File: src/rtl/mem_port_arbiter_if.sv
// rtl/mem_port_arbiter_if.sv - fetch/data requester and memory port signals of the shared memory arbiter
interface mem_port_arbiter_if #(
    parameter int ADDR_W = 13,
    parameter int DATA_W = 8
);
    logic              if_req;
    logic [ADDR_W-1:0] if_addr;
    logic              if_gnt;
    logic              if_done;
    logic [DATA_W-1:0] if_rdata;

    logic              d_req;
    logic              d_we;
    logic [ADDR_W-1:0] d_addr;
    logic [DATA_W-1:0] d_wdata;
    logic              d_gnt;
    logic              d_done;
    logic [DATA_W-1:0] d_rdata;

    logic [ADDR_W-1:0] mem_addr;
    logic [DATA_W-1:0] mem_wdata;
    logic              mem_re;
    logic              mem_we;
    logic [DATA_W-1:0] mem_rdata;

    logic              busy;

    modport slave (
        input  if_req, if_addr, d_req, d_we, d_addr, d_wdata, mem_rdata,
        output if_gnt, if_done, if_rdata, d_gnt, d_done, d_rdata,
               mem_addr, mem_wdata, mem_re, mem_we, busy
    );

    modport master (
        output if_req, if_addr, d_req, d_we, d_addr, d_wdata, mem_rdata,
        input  if_gnt, if_done, if_rdata, d_gnt, d_done, d_rdata,
               mem_addr, mem_wdata, mem_re, mem_we, busy
    );
endinterface

File: src/rtl/mem_port_arbiter.sv
// rtl/mem_port_arbiter.sv - round-robin arbiter for the shared fetch/data memory port
// Fixed-length transactions: ISSUE strobe, MEM_LAT-cycle wait, one-cycle done with registered read data.
module mem_port_arbiter #(
    parameter int ADDR_W  = 13,
    parameter int DATA_W  = 8,
    parameter int MEM_LAT = 2
) (
    input logic               clk,
    input logic               rst,
    mem_port_arbiter_if.slave bus
);
    localparam int CNT_W = (MEM_LAT > 1) ? $clog2(MEM_LAT) : 1;

    localparam logic [1:0] S_IDLE  = 2'd0;
    localparam logic [1:0] S_ISSUE = 2'd1;
    localparam logic [1:0] S_WAIT  = 2'd2;
    localparam logic [1:0] S_RESP  = 2'd3;

    logic [1:0]       state;
    logic [CNT_W-1:0] cnt;
    logic             owner;       // 0 = fetch, 1 = data
    logic             last_owner;
    logic             we_l;
    logic             pick_d;

    // On a tie the requester that did not win last time goes first.
    assign pick_d = bus.d_req && (!bus.if_req || !last_owner);

    always_ff @(posedge clk or posedge rst) begin
        if (rst) begin
            state         <= S_IDLE;
            cnt           <= '0;
            owner         <= 1'b0;
            last_owner    <= 1'b1;
            we_l          <= 1'b0;
            bus.mem_addr  <= {ADDR_W{1'b0}};
            bus.mem_wdata <= {DATA_W{1'b0}};
            bus.mem_re    <= 1'b0;
            bus.mem_we    <= 1'b0;
            bus.if_gnt    <= 1'b0;
            bus.d_gnt     <= 1'b0;
            bus.if_done   <= 1'b0;
            bus.d_done    <= 1'b0;
            bus.if_rdata  <= {DATA_W{1'b0}};
            bus.d_rdata   <= {DATA_W{1'b0}};
            bus.busy      <= 1'b0;
        end else begin
            case (state)
                S_IDLE: begin
                    if (bus.if_req || bus.d_req) begin
                        owner      <= pick_d;
                        last_owner <= pick_d;
                        we_l       <= pick_d && bus.d_we;
                        if (pick_d) begin
                            bus.mem_addr  <= bus.d_addr;
                            bus.mem_wdata <= bus.d_wdata;
                        end else begin
                            bus.mem_addr  <= bus.if_addr;
                        end
                        bus.if_gnt <= !pick_d;
                        bus.d_gnt  <= pick_d;
                        bus.mem_re <= !(pick_d && bus.d_we);
                        bus.mem_we <= pick_d && bus.d_we;
                        bus.busy   <= 1'b1;
                        state      <= S_ISSUE;
                    end
                end
                S_ISSUE: begin
                    bus.if_gnt <= 1'b0;
                    bus.d_gnt  <= 1'b0;
                    bus.mem_re <= 1'b0;
                    bus.mem_we <= 1'b0;
                    cnt        <= CNT_W'(MEM_LAT - 1);
                    state      <= S_WAIT;
                end
                S_WAIT: begin
                    if (cnt == '0) begin
                        if (!we_l) begin
                            if (owner) bus.d_rdata  <= bus.mem_rdata;
                            else       bus.if_rdata <= bus.mem_rdata;
                        end
                        bus.if_done <= !owner;
                        bus.d_done  <= owner;
                        state       <= S_RESP;
                    end else begin
                        cnt <= cnt - CNT_W'(1);
                    end
                end
                S_RESP: begin
                    bus.if_done <= 1'b0;
                    bus.d_done  <= 1'b0;
                    bus.busy    <= 1'b0;
                    state       <= S_IDLE;
                end
                default: state <= S_IDLE;
            endcase
        end
    end
endmodule

File: src/flat_wrapper.sv
// flat-port wrapper written by rule: the top's interface ports become plain ports
module mem_port_arbiter_flat 
#(
    parameter int ADDR_W  = 13,
    parameter int DATA_W  = 8,
    parameter int MEM_LAT = 2
)
  (clk, rst, bus_if_req, bus_if_addr, bus_d_req, bus_d_we, bus_d_addr, bus_d_wdata, bus_mem_rdata, bus_if_gnt, bus_if_done, bus_if_rdata, bus_d_gnt, bus_d_done, bus_d_rdata, bus_mem_addr, bus_mem_wdata, bus_mem_re, bus_mem_we, bus_busy);
  mem_port_arbiter_if #(.ADDR_W(ADDR_W), .DATA_W(DATA_W)) bus_i ();
  input logic clk;
  input logic rst;
  input wire logic [$bits(bus_i.if_req)-1:0] bus_if_req;
  input wire logic [$bits(bus_i.if_addr)-1:0] bus_if_addr;
  input wire logic [$bits(bus_i.d_req)-1:0] bus_d_req;
  input wire logic [$bits(bus_i.d_we)-1:0] bus_d_we;
  input wire logic [$bits(bus_i.d_addr)-1:0] bus_d_addr;
  input wire logic [$bits(bus_i.d_wdata)-1:0] bus_d_wdata;
  input wire logic [$bits(bus_i.mem_rdata)-1:0] bus_mem_rdata;
  output wire logic [$bits(bus_i.if_gnt)-1:0] bus_if_gnt;
  output wire logic [$bits(bus_i.if_done)-1:0] bus_if_done;
  output wire logic [$bits(bus_i.if_rdata)-1:0] bus_if_rdata;
  output wire logic [$bits(bus_i.d_gnt)-1:0] bus_d_gnt;
  output wire logic [$bits(bus_i.d_done)-1:0] bus_d_done;
  output wire logic [$bits(bus_i.d_rdata)-1:0] bus_d_rdata;
  output wire logic [$bits(bus_i.mem_addr)-1:0] bus_mem_addr;
  output wire logic [$bits(bus_i.mem_wdata)-1:0] bus_mem_wdata;
  output wire logic [$bits(bus_i.mem_re)-1:0] bus_mem_re;
  output wire logic [$bits(bus_i.mem_we)-1:0] bus_mem_we;
  output wire logic [$bits(bus_i.busy)-1:0] bus_busy;
  assign bus_i.if_req = bus_if_req;
  assign bus_i.if_addr = bus_if_addr;
  assign bus_i.d_req = bus_d_req;
  assign bus_i.d_we = bus_d_we;
  assign bus_i.d_addr = bus_d_addr;
  assign bus_i.d_wdata = bus_d_wdata;
  assign bus_i.mem_rdata = bus_mem_rdata;
  assign bus_if_gnt = bus_i.if_gnt;
  assign bus_if_done = bus_i.if_done;
  assign bus_if_rdata = bus_i.if_rdata;
  assign bus_d_gnt = bus_i.d_gnt;
  assign bus_d_done = bus_i.d_done;
  assign bus_d_rdata = bus_i.d_rdata;
  assign bus_mem_addr = bus_i.mem_addr;
  assign bus_mem_wdata = bus_i.mem_wdata;
  assign bus_mem_re = bus_i.mem_re;
  assign bus_mem_we = bus_i.mem_we;
  assign bus_busy = bus_i.busy;
  mem_port_arbiter #(.ADDR_W(ADDR_W), .DATA_W(DATA_W), .MEM_LAT(MEM_LAT)) u_core (.clk(clk), .rst(rst), .bus(bus_i));
endmodule
File: config.mk
export PLATFORM = sky130hd
export DESIGN_NAME = mem_port_arbiter_flat
export DESIGN_NICKNAME = d
export VERILOG_FILES = /design/src/rtl/mem_port_arbiter_if.sv /design/src/rtl/mem_port_arbiter.sv /design/src/flat_wrapper.sv
export SDC_FILE = /design/constraint.sdc
export NUM_CORES = 1
export LEC_CHECK = 0
export CAP_MARGIN = 20
export CORE_ASPECT_RATIO = 1.4
export CORE_MARGIN = 2
export CORE_UTILIZATION = 45
export DETAILED_ROUTE_END_ITERATION = 7
export GPL_TIMING_DRIVEN = 0
export PLACE_DENSITY = 0.84
export SETUP_SLACK_MARGIN = 0.2
export SYNTH_ARGS = -nofsm -noshare
export SYNTH_HDL_FRONTEND = slang
export SYNTH_SLANG_ARGS = --single-unit
File: constraint.sdc
create_clock -name clk -period 4.4 [get_ports clk]
set_input_delay 0.88 -clock clk [delete_from_list [all_inputs] [get_ports clk]]
set_output_delay 0.88 -clock clk [all_outputs]
set_load 0.03 [all_outputs]
==> results.py, run 1 <==
metrics = {
    "status": {
        "status": "finished, final reports clean",
    },
    "setup_path": {
        "crit_arrival_ps": 1370,
        "crit_path_max_fanout": 3,
        "slowest_stage": "clkdlybuf4s50_1",
        "start_kind": "flip-flop",
        "crit_buf_inv": 1,
        "path_cells": "clkdlybuf4s50_1",
        "r2r_cells": 4,
        "worstReg2RegStart": "u_core.state[0]$_DFFE_PP0P_",
        "worst-endpoint-required_ps": 3520,
        "r2r-end": "u_core.bus.if_rdata[4]$_DFFE_PP0P_",
        "crit_type": "flip-flop to output port",
        "critPathMaxStageDelay_ps": 690,
        "endpoint_kind": "output port",
        "cp_top_family": "buffers and inverters",
        "rrSetupSlack_ps": 2580,
    },
    "synthesis": {
        "syn_area_um2": 2140,
        "ys_ff_latch": 50,
        "synth_warnings": 0,
        "syn_nets": 231,
        "yosysTopAreaCell": "dfrtp_1",
        "synth_flop_cell": "dfrtp_1",
        "synth_top_area_frac": 0.573,
        "avgSynthCellArea_um2": 12.0,
        "synthCells": 179,
        "synth.distinct_cells": 29,
        "synth-edff-count": 0,
        "async_reset_ff_frac": 1.00,
        "synth_most_common_cell": "dfrtp_1",
        "synth.area.top_cells": "dfrtp_1, mux2_2, a21oi_1",
        "seq_area_frac_synth": 0.585,
        "yosys-top-cells-count": "dfrtp_1, a21oi_1, mux2_2, nand2_1, nor2_1",
    },
    "global_routing": {
        "first_global_vias": 1801,
        "grt_max_degree": 27,
        "grtUsageTotal": 0.197,
        "grt.overflow.total": 0,
        "grt_antenna_before_repair": 0,
        "grt_pass1_wl_um": 8270,
    },
    "min_path": {
        "holdPathStages": 2,
        "holdPathEnd": "u_core.last_owner$_DFFE_PP1P_",
        "min_path_type": "flip-flop to flip-flop",
        "min-delay-start": "u_core.last_owner$_DFFE_PP1P_",
    },
    "floorplanning": {
        "die_y_um": 85.6,
        "core_area_um2": 4570,
        "die_w_um": 62.3,
        "placementRows": 29,
        "dieArea_um2": 5330,
        "io_pins": 91,
        "initial_core_util": 0.468,
    },
    "place": {
        "io_buffer_count": 90,
        "hpwl_um": 3870,
        "dp.cells": 332,
        "place_ws_ps": 1910,
        "routabilityCongestion": 0.740,
    },
    "timing": {
        "holdWs_ps": 499,
        "tns_ps": 0,
        "final.min_clock_period_ps": 2250,
        "finalCritPeriodShare": 0.512,
        "drv_slew": 0,
        "hold_violations": 0,
        "setup_viol_count_final": 0,
        "relSlewSlack": 0.612,
        "finClkSkew_ps": 7.15,
        "worst_pin_slew_ps": 579,
        "fmax_mhz": 444,
        "fin_ws_ps": 2150,
        "rsz0062_at_grt": "no",
    },
    "clocking": {
        "cts_made_buffers": 5,
        "post_cts_resize_count": 0,
        "ctsHtreeMaxLevel": 2,
        "clk_pin_slew_ps": 90,
        "cts_tree": "built",
        "cts_hold_buffers": 0,
        "clockBufferDepth": 2,
        "post_cts_buffers": 0,
        "clk_latency_ps": 300,
        "cts.sink_count": 50,
        "cts_root_buffer": "clkbuf_8",
    },
    "pwr": {
        "p_leak_nw": 1.41,
        "peakVddDrop_uv": 515,
        "powerDensity_nw_per_um2": 775,
    },
    "detailed_routing": {
        "dr.pass1.iters": 4,
        "detail-route-antenna-nets": 0,
        "drtIter0Drc": 38,
        "vias": 1703,
        "routed_wirelength_um": 5030,
        "wire_per_inst_um": 14.8,
        "drc": 0,
        "via_per_inst": 5.01,
    },
    "finish": {
        "area_growth_syn_to_layout_pct": 51.8,
        "final_cells": 340,
        "fin_nets": 329,
        "drive_gt1_frac": 0.169,
        "fillers": 365,
        "diodes": 0,
    },
    "job": {
        "max_cap_viol_count": 0,
    },
}
[how the worst max path moves through the flow]
stage                                         startpoint                                   to  slack (ps)  cells past startpoint
after floorplan                                      rst          u_core.bus.busy$_DFFE_PP0P_        2320                      1
after global placement                               rst          u_core.bus.busy$_DFFE_PP0P_        1400                      2
after detailed placement                       bus_d_req  u_core.bus.mem_wdata[3]$_DFFE_PP0P_        1910                      5
after CTS                 u_core.bus.if_done$_DFFE_PP0P_                          bus_if_done        2140                      1
after global routing       u_core.bus.mem_we$_DFFE_PP0P_                           bus_mem_we        2100                      1
final                     u_core.bus.if_done$_DFFE_PP0P_                          bus_if_done        2150                      1
[flip-flops by register name, indices dropped and copies added, names as in the netlist, 2 cells and up]
name / flops
u_core.bus.if_rdata: 8
u_core.bus.mem_addr: 13
u_core.state: 2
u_core.bus.mem_wdata: 8
u_core.bus.d_rdata: 8
[cell usage in the layout, fill, tap and decap left out, drive strengths merged]
cell type | netlist | routed
clkdlybuf4s50 | 0 | 90
dfrtp | 49 | 49
a21oi | 27 | 27
mux2 | 25 | 25
nand2 | 21 | 21
nor2 | 17 | 17
buf | 7 | 8
clkbuf | 0 | 6
ha | 5 | 5
o21ai | 5 | 5
inv | 4 | 4
mux2i | 2 | 2
nand3 | 2 | 2
a22o | 2 | 2
nor4b | 1 | 1
a21boi | 1 | 1
nor4bb | 1 | 1
a21bo | 1 | 1
o21a | 1 | 1
or3b | 1 | 1
o2bb2ai | 1 | 1
nor2b | 1 | 1
a31oi | 1 | 1
and2 | 1 | 1
a2bb2oi | 1 | 1
a32o | 1 | 1
clkinvlp | 0 | 1
bufinv | 0 | 1
dfstp | 1 | 1
[area by class of cell]
| type | instances | area (um2) | share of cell area |
|---|---|---|---|
| buffer | 7 | 43.8 | 0.0135 |
| multi-input combinational | 118 | 830 | 0.255 |
| sequential | 50 | 1250 | 0.385 |
| clock buffer | 6 | 72.6 | 0.0223 |
| clock inverter | 2 | 37.5 | 0.0116 |
| timing repair buffer | 91 | 921 | 0.283 |
| inverter | 4 | 15.0 | 0.00462 |
| tap | 62 | 77.6 | 0.0239 |
[metal layers]
| layer | routed length [um] | GRT usage |
|---|---|---|
| met1 | 1850 | 0.214 |
| met3 | 322 | 0.0643 |
| met5 | 0 | 0 |
| met2 | 2750 | 0.360 |
| met4 | 107 | 0.0707 |
[worst register-to-register path: cells and delay by family, from the launching register on]
family / cells / cell delay, ps
adder cells (fa/ha/maj): 1 / 230
flip-flops: 1 / 420
AND/OR/NAND/NOR: 1 / 520
multiplexers: 1 / 410
buffers and inverters: 1 / 120
[logic make-up after synthesis]
group | after synthesis | share of synthesized area
buf+inv | 11 | 0.0275
simple gates | 45 | 0.0982
compound gates | 41 | 0.117
flops | 50 | 0.585
mux | 27 | 0.143
fa+ha+maj | 5 | 0.0292
[where the power goes]
group	switching, W	internal, W	leakage [nW]
combinational	0.000749	0.000630	0.757
clock	0.000148	0.000170	0.0514
sequential	0.000134	0.000687	0.599
total	0.00103	0.00149	1.41
[per-stage QoR]
| stage | instance area (um2) | utilization | power [W] |
|---|---|---|---|
| 3_5_place_dp | 3140 | 0.687 | 0.00222 |
| 3_3_place_gp | 3120 | 0.682 | 0.00217 |
| 6_report | 3250 | 0.711 | 0.00252 |
| 5_1_grt | 3250 | 0.711 | 0.00266 |
| 2_1_floorplan | 2140 | - | 0.00166 |
| 4_1_cts | 3250 | 0.711 | 0.00254 |
Note: power is estimated with default switching activity, not from simulation.
==> run 2, diff against run 1 <==
--- a/config.mk
+++ b/config.mk
@@ -8,10 +8,10 @@
 export CAP_MARGIN = 20
 export CORE_ASPECT_RATIO = 1.4
 export CORE_MARGIN = 2
-export CORE_UTILIZATION = 45
+export CORE_UTILIZATION = 42
 export DETAILED_ROUTE_END_ITERATION = 7
 export GPL_TIMING_DRIVEN = 0
-export PLACE_DENSITY = 0.84
+export PLACE_DENSITY = 0.79
 export SETUP_SLACK_MARGIN = 0.2
 export SYNTH_ARGS = -nofsm -noshare
 export SYNTH_HDL_FRONTEND = slang
==> constraint.sdc (replaced) <==
create_clock -name clk -period 2.25 [get_ports clk]
set_input_delay 0.45 -clock clk [delete_from_list [all_inputs] [get_ports clk]]
set_output_delay 0.45 -clock clk [all_outputs]
set_load 0.03 [all_outputs]
==> run 2 against run 1 <==
Worst setup slack got worse by 1700 ps. Die area up 6.7%. Worst hold slack lost 79 ps. Final cell count rose by 0.59%. Register-to-register slack got worse by 2200 ps. Critical path depth grew 3. Sequential power increased by 96%. Total power rose by 91%. Critical path type is now flip-flop to flip-flop. Largest cell class unchanged. Largest power group unchanged.
==> results.py, run 2 (synthesized netlist as in run 1, its figures left out) <==
metrics = {
    "timing": {
        "rsz0062_at_grt": "no",
        "final.min_clock_period_ps": 1830,
        "fin_ws_ps": 418,
        "fmax_mhz": 546,
        "drv_slew": 0,
        "worst_pin_slew_ps": 612,
        "finalCritPeriodShare": 0.814,
        "relSlewSlack": 0.590,
        "finClkSkew_ps": 3.31,
        "hold_violations": 0,
        "setup_viol_count_final": 0,
    },
    "global_routing": {
        "grt_max_degree": 38,
        "grt_antenna_before_repair": 0,
        "grt_pass1_wl_um": 8190,
        "grt.overflow.total": 0,
        "grtUsageTotal": 0.187,
        "first_global_vias": 1778,
    },
    "detailed_routing": {
        "detail-route-antenna-nets": 0,
        "wire_per_inst_um": 14.4,
        "vias": 1695,
        "drtIter0Drc": 45,
        "routed_wirelength_um": 4930,
        "wl_met3_um": 374,
        "via_per_inst": 4.96,
        "dr.max_layer_used": "met4",
        "drc": 0,
        "dr.pass1.iters": 4,
        "route.layer.met1.wl_um": 1940,
        "dr_wl_met2_um": 2530,
    },
    "pwr": {
        "powerDensity_nw_per_um2": 1490,
        "p_leak_nw": 1.40,
        "peakVddDrop_uv": 821,
    },
    "floorplanning": {
        "die_w_um": 64.3,
        "dieArea_um2": 5690,
        "die_y_um": 88.5,
        "initial_core_util": 0.439,
        "placementRows": 30,
        "core_area_um2": 4880,
        "io_pins": 91,
    },
    "clocking": {
        "cts.sink_count": 50,
        "cts_root_buffer": "clkbuf_8",
        "ctsHtreeMaxLevel": 2,
        "clk_pin_slew_ps": 90,
        "clk_latency_ps": 310,
        "cts_made_buffers": 5,
        "cts_tree": "built",
        "post_cts_resize_count": 0,
        "cts_hold_buffers": 0,
        "clockBufferDepth": 2,
        "post_cts_buffers": 0,
    },
    "finish": {
        "area_growth_syn_to_layout_pct": 51.0,
        "multi_input_area_um2": 830,
        "fillers": 410,
        "final_common_cell": "clkdlybuf4s50_1",
        "diodes": 0,
        "fin_nets": 329,
        "regArea_um2": 1250,
        "final_cell_mix": "clkdlybuf4s50_1, dfrtp_1, a21oi_1",
        "drive_gt1_frac": 0.173,
        "final_cells": 342,
        "largest_register_ffs": 13,
        "top_register": "u_core.bus.mem_addr",
    },
    "setup_path": {
        "worstReg2RegStart": "u_core.state[0]$_DFFE_PP0P_",
        "startpoint": "u_core.state[0]$_DFFE_PP0P_",
        "crit_path_max_fanout": 8,
        "endpoint_kind": "flip-flop",
        "crit_type": "flip-flop to flip-flop",
        "start_kind": "flip-flop",
        "crit_arrival_ps": 2030,
        "worst-endpoint-required_ps": 2450,
    },
    "place": {
        "hpwl_um": 3760,
        "dp.cells": 334,
        "io_buffer_count": 90,
        "routabilityCongestion": 0.744,
        "place_ws_ps": 224,
    },
    "status": {
        "status": "finished, final reports clean",
    },
    "min_path": {
        "min_path_type": "input pin to async pin",
    },
    "job": {
        "max_cap_viol_count": 0,
    },
}
==> run 2: final timing paths <==
path | slack (ps) | end | cells after the start
max in group asynchronous | 1270 | u_core.last_owner$_DFFE_PP1P_ | 3
worst min-delay path | 420 | u_core.bus.mem_wdata[1]$_DFFE_PP0P_ | 2
min in group clk | 490 | u_core.last_owner$_DFFE_PP1P_ | 2
worst max-delay path | 420 | u_core.bus.if_rdata[2]$_DFFE_PP0P_ | 4
worst min register to register | 490 | u_core.last_owner$_DFFE_PP1P_ | 2
worst max register to register | 420 | u_core.bus.if_rdata[2]$_DFFE_PP0P_ | 4
==> run 2: critical path: stages, from the launching register on <==
cell and delay (ps):
dfrtp_1 430, inv_1 120, ha_1 220, nor4b_4 550, mux2_2 410
==> run 2: layout make-up <==
class,instances,area share
Sequential cell,50,0.388
Clock buffer,5,0.0213
Clock inverter,3,0.00658
Timing Repair Buffer,91,0.285
Multi-Input combinational cell,118,0.257
Buffer,7,0.0136
Inverter,4,0.00465
Tap cell,64,0.0248
==> run 2: per-layer routing <==
metal  track usage  vias to the layer above
met5             0                        -
met4        0.0696                        0
met3        0.0585                        6
met2         0.328                       68
met1         0.216                      810
li1              -                      811
==> run 2: power breakdown <==
group	leakage [nW]	internal, W	switching [W]
clock	0.0441	0.000219	0.000307
sequential	0.599	0.00134	0.000265
combinational	0.757	0.00123	0.00146
==> run 2: metrics by stage <==
step / hold slack [ps] / utilization / power, W / instance area, um2 / setup TNS (ps)
6_report: 420 / 0.662 / 0.00482 / 3230 / 0
5_1_grt: 432 / 0.662 / 0.00511 / 3230 / 0
4_1_cts: 411 / 0.662 / 0.00487 / 3230 / 0
3_5_place_dp: 485 / 0.644 / 0.00434 / 3140 / 0
3_3_place_gp: 476 / 0.640 / 0.00427 / 3120 / -16560
2_1_floorplan: 467 / - / 0.00324 / 2140 / 0
==> patch 1 (settings of run 2) <==
`ADDR_W` is set to 13 in 3 places; all go to 11.
--- a/src/rtl/mem_port_arbiter_if.sv
+++ b/src/rtl/mem_port_arbiter_if.sv
@@ -2,3 +2,3 @@
 interface mem_port_arbiter_if #(
-    parameter int ADDR_W = 13,
+    parameter int ADDR_W = 11,
     parameter int DATA_W = 8
--- a/src/rtl/mem_port_arbiter.sv
+++ b/src/rtl/mem_port_arbiter.sv
@@ -3,3 +3,3 @@
 module mem_port_arbiter #(
-    parameter int ADDR_W  = 13,
+    parameter int ADDR_W  = 11,
     parameter int DATA_W  = 8,
--- a/src/flat_wrapper.sv
+++ b/src/flat_wrapper.sv
@@ -3,3 +3,3 @@
 #(
-    parameter int ADDR_W  = 13,
+    parameter int ADDR_W  = 11,
     parameter int DATA_W  = 8,
Ports: changed (resized bus_d_addr, bus_if_addr and bus_mem_addr); port bits go from 91 to 85. No check against the original RTL was run, so the function may have changed too.
==> patch 1 against run 2 <==
Area after synthesis is 4.7% lower; worst hold slack improved by 0.019 ns; critical endpoint is now bus_mem_addr[8]; final area fell by 4.3%; routed wire length shrank 3.6%; final cell count is 4.7% lower; sequential cell count fell by 2; total power is 2.7% lower; count of clock-buffer cells in the layout unchanged; highest routed layer unchanged; setup slack worse by 0.018 ns.
==> patch 1: results (changes against run 2) <==
Delay of the slowest cell on the worst path: 0.72 ns (+0.17 ns). Number of nets in the synthesized netlist: 217 (-6.1%). The sequential share of power is 32.5% (-0.9 points), and the highest fanout seen on the critical path is 2 (-6). In the post-synthesis netlist, the biggest area contributors are dfrtp_1 (58%), mux2_2 (13%), a21oi_1 (5.6%), nand2_1 (3.5%), ha_1 (3.1%). The maximum clock skew at final layout is 0.00774 ns (+0.00443 ns), and the average footprint of a synthesized cell is 12.1 sq um (+0.90%). The layout cell share with drive strength beyond 1 was 17.2% (-0.091 points); the met3 wirelength from detailed routing was 187 microns (-50%). The largest individual stage delay along the critical path comes from the cell clkdlybuf4s50_1. The transition time of the tightest slew-check pin is 0.608 ns (-0.00438 ns). The path type of the worst min-delay path is in2async. Met1 wire length: 1870 microns (-3.9%). The cell total after placement was 318 (-4.8%); the leakage power summed over all cells was 0.00133 uW (-4.8%). For the clock network fraction of design power, the log shows 13.1% (+2.2 points). In this design, the largest share of critical-path delay is due to buffers and inverters. The run gives 2980 sq um (-5.1%) as the area of placed instances. The flow ran to the end, and the final reports show no timing, DRC or antenna violations.

The final net count was 309 (-6.1%); the post-DP HPWL was 3640 microns (-3.2%). For the routed wire length, the log shows 4750 microns (-3.6%). The final cell count without fillers was 326 (-4.7%). The wire length of the first global-routing pass is 7580 microns (-7.4%), and the share of the yosys chip area belonging to registers is 59.0% (+0.45 points). The logs give 30.6% (-2.2 points) for the met2 track demand over resource in global routing and 4.16% (-1.7 points) for the met3 usage. The number of DRC violations after detailed-routing iteration 0 came out at 65 (+44%). The global router's overall resource usage is 17.9% (-0.80 points). The count of buffers inserted at the top-level ports is 84 (-6.7%), and the switching component of the power is 1910 uW (-5.7%). The met1 demand-to-capacity share in global routing was 21.6% (+0.041 points); the maximum vdd ir drop was 0.000795 V (-3.2%).

The logs give 387 (-5.6%) for the number of filler cells placed in the layout and 2550 microns (+0.79%) for the total length of routed met2 wires.
==> patch 1: changes by cell type in the layout (fill, tap and decap cells not counted), sizes merged, moves of 2 or more <==
cell / change
clkdlybuf4s50: -6
nor2: -2
clkbuf: +2
nand2: -2
buf: -2
dfrtp: -2
a21oi: -4
==> patch 1: final timing paths <==
path | startpoint | end | slack, ns | cells after the start
hold reg to reg | u_core.last_owner | u_core.last_owner | 0.49 | 2
min in group clk | u_core.last_owner | u_core.last_owner | 0.49 | 2
setup reg to reg | u_core.state[0] | u_core.bus.if_rdata[2] | 0.45 | 4
setup / recovery | u_core.bus.mem_addr[8] | bus_mem_addr[8] | 0.40 | 1
max in group asynchronous | rst | u_core.last_owner | 1.25 | 3
hold / removal | rst | u_core.bus.if_done | 0.44 | 2
==> patch 1: worst reg2reg max path: stages, from the launching register on <==
cell and delay (ns):
dfrtp_1 0.42, inv_1 0.12, ha_1 0.21, nor4b_4 0.54, mux2_2 0.40
==> patch 1: layout make-up <==
cell class	instances	area share (%)
Sequential cell	48	38.9
Timing Repair Buffer	85	27.8
Multi-Input combinational cell	110	25.3
Tap cell	64	2.59
Clock buffer	5	2.23
Clock inverter	3	1.38
Buffer	7	1.25
Inverter	4	0.486
==> patch 1: through the flow <==
step | worst slack (ns) | util [%] | power (uW)
detailed placement | 0.193 | 62.5 | 4120
global route | 0.324 | 64.9 | 4970
floorplan | 0.599 | - | 3080
CTS | 0.383 | 64.9 | 4740
finish | 0.400 | 64.9 | 4690
global placement | -0.324 | 62.1 | 4050
==> patch 1: cells by family after synthesis <==
| family | synth area share (%) |
|---|---|
| flip-flops | 59.0 |
| adder cells (fa/ha/maj) | 3.07 |
| AND/OR/NAND/NOR | 9.57 |
| AO/OA/AOI/OAI | 10.8 |
| buffers and inverters | 2.64 |
| multiplexers | 15.0 |
==> patch 2 (config.mk and constraints of run 2) <==
Without the edit above. Make the reset (`rst`) synchronous in one clocked block.
--- a/src/rtl/mem_port_arbiter.sv
+++ b/src/rtl/mem_port_arbiter.sv
@@ -28,3 +28,3 @@
 
-    always_ff @(posedge clk or posedge rst) begin
+    always_ff @(posedge clk) begin
         if (rst) begin
Check against the original RTL: differs if rst is asserted again (counterexample within 4 cycles, from zero or initial values and one cycle with rst high); with rst held inactive, the same outputs for 10 cycles.
==> patch 2 against run 2 <==
Final area fell by 1.9%; area after synthesis shrank 2.1%; sequential cell count unchanged; routed wire length increased by 12%; count of clock-buffer cells in the layout stayed put; clock power rose by 21%; total power shrank 28%; critical path depth shrank 3; sequential power decreased by 25%; setup slack improved by 0.029 ns; final cell count up 17%; critical path type is now reg2out; highest routed layer unchanged.
==> patch 2: results (changes against run 2) <==
The flow ran to the end, and the final reports show no timing, DRC or antenna violations. After synthesis, the cell types taking the most area are dfxtp_1 (48%), a21oi_1 (8.6%), nand2_1 (5.9%), nor2_1 (5.2%), a211oi_2 (4.2%). The tools report the total length of routed met2 wires as 2830 microns (+12%). The worst setup timing slack at the placement stage is 0.235 ns (+0.0107 ns). For the met1 wire length, the log shows 2170 microns (+12%). The number of global-route vias before repair was 1,975 (+11%); the wire length of the first global-routing pass was 9030 microns (+10%). The clock transition time at the flip-flop clock pins of the worst setup and hold paths was 0.10 ns. Highest fanout seen on the critical path: 2 (-6). The largest net degree at the start of global routing was 17 (-55%). The run gives 30 (+3.4%) as the number of different library cells in the post-synthesis netlist.

The global router's overall resource usage is 20.5% (+1.8 points). The arrival time of data at the critical path endpoint was 1.35 ns (-0.68 ns); the transition time of the tightest slew-check pin was 0.706 ns (+0.0941 ns). The logs give 4 (unchanged) for the first-pass detailed-route iteration total and 113 (+150%) for the number of DRC violations after detailed-routing iteration 0. The cell family contributing the most delay on the critical path is buffers and inverters. Maximum clock skew at final layout: 0.0117 ns (+0.00842 ns). Leakage power summed over all cells: 0.00114 uW (-18%). The final cell count without fillers is 400 (+17%), and the number of levels in the clock H-tree is 2 (unchanged). After synthesis, the most frequently instantiated cells are dfxtp_1 (50), a21oi_1 (36), nand2_1 (33). Post-DP HPWL: 4140 microns (+10%). The layout cell share with drive strength beyond 1 came out at 8.63% (-8.6 points). The met3 wirelength from detailed routing is 456 microns (+22%).

The average vias per placed instance was 5.04 (+1.7%). The average footprint of a synthesized cell is 8.73 sq um (-27%), and the async set-reset flop share out of synthesis is 0% (-100 points). The run gives 0 (unchanged) as the number of warning messages in the yosys log.

Count of buffers inserted at the top-level ports: 88 (-2.2%). The path class of the tightest hold or removal check is reg2reg. The tools report the maximum vdd ir drop as 0.000586 V (-29%). The routability congestion estimate from global placement is 0.755 (+1.4%), and the number of nets in the synthesized netlist is 291 (+26%). Share of total power consumed by net switching: 39.8% (-2.3 points). The largest individual stage delay along the critical path comes from the cell clkdlybuf4s50_1.
[patch 2: cells by family after synthesis]
group                      after synthesis  share of synthesized area [%]
muxes                                    8                           3.82
DFF                                     50                           47.8
AOI/OAI and AO/OA                       75                           23.3
buffers and inverters                   20                           4.66
and+or+nand+nor                         83                           18.0
adders and majority gates                4                           2.39
[patch 2: path summary, 6_finish.rpt]
check	startpoint	to	slack, ns	depth (start not counted)
max	u_core.bus.mem_addr[5]	bus_mem_addr[5]	0.45	1
min	u_core.bus.if_rdata[1]	u_core.bus.if_rdata[1]	0.46	2
max reg2reg	u_core.state[1]	u_core.state[1]	0.56	5
min reg2reg	u_core.bus.if_rdata[1]	u_core.bus.if_rdata[1]	0.46	2
[patch 2: cell type report]
class / count / area [sq um]
buffer: 16 / 82.6
clock buffer: 5 / 68.8
clock inverter: 3 / 43.8
fill: 426 / 1670
inverter: 4 / 15.0
multi-input combinational: 170 / 997
sequential: 50 / 1000
tap: 64 / 80.1
timing repair buffer: 88 / 881
[patch 2: stage by stage]
step | area (sq um) | utilization [%]
floorplan | 2100 | -
global placement | 3060 | 63.1
detailed placement | 3060 | 63.1
CTS | 3170 | 65.5
global route | 3170 | 65.5
finish | 3170 | 65.5
[patch 2: layer usage]
layer	vias up	GRT usage, %
li1	1022	-
met1	920	22.2
met2	67	37.3
met3	7	8.10
met4	0	5.34
met5	-	0
[patch 2: power groups by stage]
stage          registers, uW  logic [uW]  clock network (uW)
4_1_cts                 1210        1620                 652
3_3_place_gp            1220        1590                   0
2_1_floorplan           1530         728                   0
5_1_grt                 1240        1750                 698
3_5_place_dp            1230        1610                   0
6_report                1210        1610                 639
